<file path="src/rtl/trade_risk_initiator.sv">
// rtl/trade_risk_initiator.sv - per-client risk check requester for the upstream risk memory
// Reads the client word, checks the trade against its limit, writes back on accept, then responds.
module trade_risk_initiator #(
  parameter int IDX_W  = 9,
  parameter int RD_LAT = 4,
  parameter int WR_LAT = 6
) (
  input  logic             clk,
  input  logic             rst,
  input  logic             ord_valid,
  output logic             ord_ready,
  input  logic [IDX_W-1:0] ord_client,
  input  logic             ord_setmax,
  input  logic [15:0]      ord_value,
  output logic [IDX_W-1:0] mem_rdindex,
  output logic             mem_we,
  output logic [31:0]      mem_wdata,
  input  logic [31:0]      mem_rdata,
  output logic             resp_valid,
  input  logic             resp_ready,
  output logic             resp_accept,
  output logic [IDX_W-1:0] resp_client,
  output logic [15:0]      resp_accum,
  output logic [15:0]      reject_cnt
);

  localparam int CNT_W = 8;
  localparam logic [CNT_W-1:0] RD_CNT = CNT_W'(RD_LAT);
  localparam logic [CNT_W-1:0] WR_CNT = CNT_W'(WR_LAT);

  typedef enum logic [2:0] {
    S_IDLE,
    S_RD_WAIT,
    S_CHECK,
    S_WRITE,
    S_WR_WAIT,
    S_RESP
  } state_t;

  state_t           r_state;
  state_t           w_next;
  logic [CNT_W-1:0] r_cnt;
  logic [CNT_W-1:0] w_cnt_next;
  logic [IDX_W-1:0] r_client;
  logic             r_setmax;
  logic [15:0]      r_value;
  logic [31:0]      r_word;
  logic             r_accept;
  logic [15:0]      r_accum;
  logic [15:0]      r_rej_cnt;

  logic [16:0]      w_sum;
  logic             w_reject;
  logic             w_fire;
  logic             w_resp_done;
  logic             w_last_rd;

  assign ord_ready   = (r_state == S_IDLE) && !rst;
  assign w_fire      = ord_valid && ord_ready;
  assign w_resp_done = (r_state == S_RESP) && resp_ready;
  assign w_last_rd   = (r_state == S_RD_WAIT) && (r_cnt == 1);

  // Carry bit catches accumulator wrap before the limit compare.
  assign w_sum    = {1'b0, r_word[15:0]} + {1'b0, r_value};
  assign w_reject = (r_word[31:16] == 16'h0000) || w_sum[16] || (w_sum[15:0] > r_word[31:16]);

  assign mem_rdindex = (r_state == S_IDLE) ? '0 : r_client;
  assign mem_we      = (r_state == S_WRITE);
  assign resp_valid  = (r_state == S_RESP);
  assign resp_accept = r_accept;
  assign resp_client = r_client;
  assign resp_accum  = r_accum;
  assign reject_cnt  = r_rej_cnt;

  always_comb begin
    mem_wdata = 32'h0000_0000;
    if (r_state == S_WRITE) begin
      mem_wdata = r_setmax ? {r_value, 16'h0000} : {16'h0000, r_value};
    end
  end

  always_comb begin
    w_next     = r_state;
    w_cnt_next = r_cnt;
    case (r_state)
      S_IDLE: begin
        if (w_fire) begin
          if (ord_setmax) begin
            // The memory reads an upper half of 0/1 as an accumulate, so such maxima are refused.
            w_next = (ord_value <= 16'd1) ? S_RESP : S_WRITE;
          end else begin
            w_next     = S_RD_WAIT;
            w_cnt_next = RD_CNT;
          end
        end
      end
      S_RD_WAIT: begin
        if (r_cnt == 1) begin
          w_next = S_CHECK;
        end else begin
          w_cnt_next = r_cnt - 1'b1;
        end
      end
      S_CHECK: begin
        w_next = w_reject ? S_RESP : S_WRITE;
      end
      S_WRITE: begin
        w_next     = S_WR_WAIT;
        w_cnt_next = WR_CNT;
      end
      S_WR_WAIT: begin
        if (r_cnt == 1) begin
          w_next = S_RESP;
        end else begin
          w_cnt_next = r_cnt - 1'b1;
        end
      end
      S_RESP: begin
        if (resp_ready) begin
          w_next = S_IDLE;
        end
      end
      default: w_next = S_IDLE;
    endcase
  end

  always_ff @(posedge clk) begin
    if (rst) begin
      r_state   <= S_IDLE;
      r_cnt     <= '0;
      r_client  <= '0;
      r_setmax  <= 1'b0;
      r_value   <= 16'h0000;
      r_word    <= 32'h0000_0000;
      r_accept  <= 1'b0;
      r_accum   <= 16'h0000;
      r_rej_cnt <= 16'h0000;
    end else begin
      r_state <= w_next;
      r_cnt   <= w_cnt_next;
      if (w_fire) begin
        r_client <= ord_client;
        r_setmax <= ord_setmax;
        r_value  <= ord_value;
        if (ord_setmax) begin
          r_accept <= (ord_value > 16'd1);
          r_accum  <= 16'h0000;
        end
      end
      if (w_last_rd) begin
        r_word <= mem_rdata;
      end
      if (r_state == S_CHECK) begin
        r_accept <= !w_reject;
        r_accum  <= w_reject ? r_word[15:0] : w_sum[15:0];
      end
      if (w_resp_done && !r_accept && (r_rej_cnt != 16'hFFFF)) begin
        r_rej_cnt <= r_rej_cnt + 1'b1;
      end
    end
  end

endmodule

</file>
<file path="config.mk">
export PLATFORM = sky130hd
export DESIGN_NAME = trade_risk_initiator
export DESIGN_NICKNAME = d
export VERILOG_FILES = /design/src/rtl/trade_risk_initiator.sv
export SDC_FILE = /design/constraint.sdc
export NUM_CORES = 1
export LEC_CHECK = 0
export CORE_MARGIN = 2
export CORE_UTILIZATION = 45
export CTS_BUF_LIST = sky130_fd_sc_hd__clkbuf_4 sky130_fd_sc_hd__clkbuf_8
export CTS_CLUSTER_DIAMETER = 100
export DETAILED_ROUTE_END_ITERATION = 6
export HOLD_SLACK_MARGIN = 0.15
export MAX_ROUTING_LAYER = met4
export PLACE_DENSITY_LB_ADDON = 0.15
export RECOVER_POWER = 25
export SYNTH_ARGS = -nofsm -noshare
export SYNTH_HDL_FRONTEND = slang
export SYNTH_SLANG_ARGS = --single-unit
</file>
<file path="constraint.sdc">
create_clock -name clk -period 6.2 [get_ports clk]
set_clock_uncertainty 0.2 [all_clocks]
set_input_delay 0.93 -clock clk [delete_from_list [all_inputs] [get_ports clk]]
set_output_delay 0.93 -clock clk [all_outputs]
set_load 0.01 [all_outputs]
</file>
Word level (Yosys, flattened, before mapping)
Index checks and enable logic that the tools add are counted.
{"block": "totals", "regBits": 102, "latch_bits": 0, "ram_bits": 0, "romBits": 0, "inputBits": 62, "output_inout_bits": 86, "wordCells": 70, "n_memories": 0}
{"block": "classes", "add_sub_neg": 3, "mul": 0, "div_mod_pow": 0, "n_lt_le_gt_ge": 3, "n_eq_ne": 13, "shift": 0, "n_mux": 22, "bitwise_logic": 0, "reduce_logical": 20}
{"operator": "16-bit 2-to-1 mux", "count": 4}
{"operator": "32-bit 2-to-1 mux", "count": 2}
{"operator": "8-bit 2-to-1 mux", "count": 3}
{"operator": "8-bit one-hot mux with 3 select lines", "count": 1}
{"operator": "3-bit 2-to-1 mux", "count": 7}
{"operator": "3-bit one-hot mux with 6 select lines", "count": 1}
{"operator": "16-bit by 16-bit adder with 17-bit output", "count": 1}
{"operator": "16-bit by 1-bit adder with 16-bit output, second input constant", "count": 1}
{"operator": "16-bit by 1-bit > comparator with 1-bit output, second input constant", "count": 1}
{"operator": "16-bit > comparator", "count": 1}
{"operator": "16-bit by 1-bit <= comparator with 1-bit output, second input constant", "count": 1}
{"operator": "16-bit zero test", "count": 1}
{"operator": "16-bit inequality test, second input constant", "count": 1}
{"operator": "9-bit 2-to-1 mux", "count": 1}
{"operator": "8-bit by 1-bit == test with 1-bit output, second input constant", "count": 1}
{"operator": "2-bit inequality test, second input constant", "count": 4}
{"operator": "4-bit AND reduction", "count": 2}
{"operator": "8-bit by 1-bit subtractor with 8-bit output, second input constant", "count": 1}
{"operator": "3-bit by 2-bit == test with 1-bit output, second input constant", "count": 2}
{"operator": "3-bit == test, second input constant", "count": 2}
{"operator": "1-bit logical AND", "count": 6}
{"operator": "2-bit by 1-bit inequality test with 1-bit output, second input constant", "count": 2}
{"operator": "2-bit nonzero test", "count": 2}
{"operator": "3-bit by 1-bit == test with 1-bit output, second input constant", "count": 1}
{"operator": "7 further kinds", "count": 12}

Longest topological paths before layout
{"block": "depth", "ltp_word": 5, "ltp_mapped": 17}

Least setup slack after synthesis
OpenSTA, ideal clock, no wires.
{"block": "synth_path", "path_kind": "reg-to-reg", "start": "register r_value[0]", "end": "register r_accum[5] (netlist: resp_accum[5])", "t_arrival_ns": 3.466, "required_ns": 5.872, "setup_slack_ns": 2.406, "path_stages_with_launch": 16, "cell_sequence": "dfxtp_1 -> ha_1 -> inv_1 -> fa_1 -> nand2b_1 -> a21oi_1 -> o21ai_0 -> o311ai_1 -> ha_1 -> and4_1 -> a221oi_1 -> o221ai_1 -> a211oi_2 -> buf_6 -> mux2i_1 -> o21ai_1"}
{"block": "synth_between", "elab_chain_len": 5, "word_cells_on_any_way": 6, "cone_classes": "add/sub: 1; order compare: 1; mux: 2; reduce/logical: 2"}
{"item": "start, declared", "line": "46", "source": "logic [15:0] r_value;"}
{"item": "start signal, assigned", "line": "144", "source": "r_value <= ord_value;"}
{"item": "16-bit by 16-bit adder with 17-bit output (*)", "line": "64", "source": "assign w_sum = {1'b0, r_word[15:0]} + {1'b0, r_value};"}
{"item": "16-bit > comparator / 1-bit logical OR (equally long branches)", "line": "65", "source": "assign w_reject = (r_word[31:16] == 16'h0000) || w_sum[16] || (w_sum[15:0] > r_word[31:16]);"}
{"item": "1-bit logical OR", "line": "65"}
{"item": "16-bit 2-to-1 mux (*)", "line": "155", "source": "r_accum <= w_reject ? r_word[15:0] : w_sum[15:0];"}
{"item": "16-bit 2-to-1 mux (*)", "line": "153", "source": "if (r_state == S_CHECK) begin"}
{"item": "end signal, assigned", "line": "155"}
{"item": "end, declared", "line": "49", "source": "logic [15:0] r_accum;"}
Mark *: on every way between the ends. The rest lies on a longest branch, timed or not.
A chain may end at the register's enable or synchronous reset.

Worst setup path after layout
{"block": "layout_path", "start": "register r_value[0]", "end": "register r_state[2]"}
{"block": "layout_between", "elab_chain_len": 5, "word_cells_on_any_way": 6, "cone_classes": "add/sub: 1; order compare: 1; mux: 2; reduce/logical: 2"}
{"item": "16-bit by 16-bit adder with 17-bit output (*)", "line": "64"}
{"item": "16-bit > comparator / 1-bit logical OR (equally long branches)", "line": "65"}
{"item": "1-bit logical OR (*)", "line": "65"}
{"item": "3-bit 2-to-1 mux (*)", "line": "105", "source": "w_next = w_reject ? S_RESP : S_WRITE;"}
{"item": "3-bit one-hot mux with 6 select lines (*)", "line": "85", "source": "case (r_state)"}
{"item": "end signal, assigned", "line": "139", "source": "r_state <= w_next;"}
{"item": "end, declared", "line": "40", "source": "state_t r_state;"}
Marks and branches as above.

==> run metrics <==
Post-synth ARST share=0%; Worst-path clk slew=approximately 0.10 ns; row count=41; core area=12,500 um2; placed cell count=roughly 1,000; PD cells=217 nW/um2; Worst Max-Slew Pin Slew=roughly 1.2 ns; sequential fraction of the synthesis area=a little over a third; GR Util All Layers=between 20 and 30%; max cap viols=0; HP Class=reg -> reg; final hold viol count=0; peak supply drop=roughly 0.16 mV; Crit. End Element=flip-flop; Setup WS post-layout=about 1.2 ns; Post-Syn Instances=roughly 730; Setup CP Type=reg -> reg; Final Instance Area=roughly 7400 um2; GP Congestion=around 0.85; cell-by-cell trace of the critical path=ha_1 -> inv_1 -> fa_1 -> nand2b_1 -> a21oi_1 -> o21ai_0 -> o311ai_1 -> ha_1 -> and4_1 -> a221oi_1 -> o221ai_1 -> a211oi_4 -> a21oi_1 -> a41o_1; # clock sinks=slightly above 100; Residual DRC=0; H-tree Lvls=3; Longest Clk Path Bufs=2; Root Driver=clkbuf_8; nets=around 960; Worst path slowest cell=a211oi_4; most common cell after layout, fill and taps aside=nand2_1; Starting DRT DRC Count=roughly 280; Diodes inserted=0; setup TNS=0 ns; Num CTS Buffers=9; I/O pin count=148; RSZ-0062 raised after global routing=false; R2R setup slack=~1.2 ns; most frequent cells in the layout=159 x nand2_1, 107 x clkdlybuf4s50_1, 102 x dfxtp_1; final worst path period share=between 80% and 90%; Avg Cell Area, Syn=a little under 8 um2; Cell Count, Final, Fillers Out=about 1,000; Setup Viol. Count Final=0; Port-buffer cells=roughly 150; via count=around 5,600; Post-synth EDFFs=0; Placed Area=a little over 7000 um2; Vias/cell=around 5.4; clock latency on the worst-skew pair=roughly 0.4 ns; Peak Freq=roughly 0.20 GHz; Yosys cell types=63; dpl hpwl=between 10,000 and 15,000 um; vias in the first global route=between 5,000 and 6,000; grt total ovfl=0; Routed Antenna Nets=0; Final Max Slew Viols=0; starting density of the core=a little under half; cts repair resizes=0; largest net degree at the start of global routing=60; Die Area=about 14,000 um2; Pre-antenna DRT Iters=4; Post-synth top flop=dfxtp_1; Syn-to-layout area delta=29.5%; status=complete, no violations; pre-CTS setup slack=1.29 ns; Required @ worst endpoint=6.29 ns; CTS Hold Bufs=0; Ys Warns=0; Yosys reg bits=102; Die Ht=around 120 um; post-CTS setup buffers=0; Power Total=about 1.6 mW; critical path startpoint category=flip-flop; Routed WL=roughly 16,000 um; Critical Path Max Stage Delay=around 0.98 ns; worst hold slack=0.252 ns; Slew headroom=between 10% and 20%; CTS tree=done; wire length per cell=about 16 um; share of layout cells above drive strength 1=about 3.7%; fin crit period=4.99 ns; critical path fanouts, max=20; die width=about 120 um; Syn Nets=about 830; initial antenna violation count=0; mapped cell area=between 5000 and 6000 um2; Final Util=59.4%; LEAKAGE=2.95 nW; crit path DAT=5.09 ns; wire length of the first global-routing pass=26,300 um
-- synthesized netlist by cell type (3+ instances only) --
master      n  area share, %
nand2_1   159             10
dfxtp_1   102             36
a21oi_1    61            5.3
nor2_1     44            2.9
nand3_1    42            3.7
ha_1       35            7.6
inv_1      33            2.2
clkbuf_1   22            1.4
o21ai_1    19            1.7
and3_1     18            2.0
xor2_1     18            2.7
and2_1     17            1.9
mux2i_1    16            2.8
nor3_1     16            1.4
o21ai_0    13            1.1
xnor2_1    13            2.0
nor2b_1    11            1.2
nor4_1      9           0.98
buf_6       6            1.2
nand4_1     6           0.65
a211oi_1    5           0.65
and4_1      5           0.76
buf_2       5           0.44
a21o_1      4           0.52
a311oi_1    3           0.46
nand2b_1    3           0.33
o211ai_1    3           0.39
-- final cells by class --
type | count | area (um2)
clock inverters | 4 | 55.1
fillers | 1206 | 5080
clock buffers | 12 | 146
well taps | 172 | 215
repair buffers | 149 | 1480
multi-input cells | 563 | 3360
inverters | 35 | 131
flip-flops and latches | 102 | 2040
-- metal layers --
metal / routed length, um / vias to the layer above / global-route usage, %
li1: - / 2793 / -
met1: 6940 / 2586 / 29.9
met2: 8110 / 153 / 43.5
met3: 854 / 28 / 5.51
met4: 425 / 0 / 8.55
met5: 0 / - / -
-- flip-flops by register name, summed over array words and instances (netlist names) --
register     count
r_word          32
r_value         16
reject_cnt      16
resp_accum      16
resp_client      9
r_cnt            8
r_state          3
r_setmax         1
resp_accept      1
-- logic make-up after synthesis --
family	Yosys count	share of synthesized area, %
fa+ha+maj	36	7.97
simple gates	346	28.9
buf+inv	69	5.40
mux	16	2.79
flops	102	35.6
compound gates	134	14.7
xor+xnor	31	4.73
-- path summary, 6_finish.rpt --
check                                            startpoint                           to  depth (start not counted)
worst max-delay path                r_value[0]$_SDFFE_PP0P_      r_state[2]$_SDFFE_PP0P_                         14
worst min register to register  resp_accum[11]$_SDFFE_PP0P_  resp_accum[11]$_SDFFE_PP0P_                          2
worst max register to register      r_value[0]$_SDFFE_PP0P_      r_state[2]$_SDFFE_PP0P_                         14
worst min-delay path            resp_accum[11]$_SDFFE_PP0P_  resp_accum[11]$_SDFFE_PP0P_                          2
-- critical path, delay by kind of cell (launching register included) --
family,cells,cell delay (ns)
AO/OA/AOI/OAI,8,2.90
buffers and inverters,1,0.07
flip-flops,1,0.37
adder cells (fa/ha/maj),3,0.95
AND/OR/NAND/NOR,2,0.41
-- power by group --
group	leakage (nW)	switching, mW	internal [mW]
Clock	0.101	0.237	0.203
Combinational	2.02	0.235	0.191
Sequential	0.828	0.0529	0.698
Power figures use the tool's default switching activity.
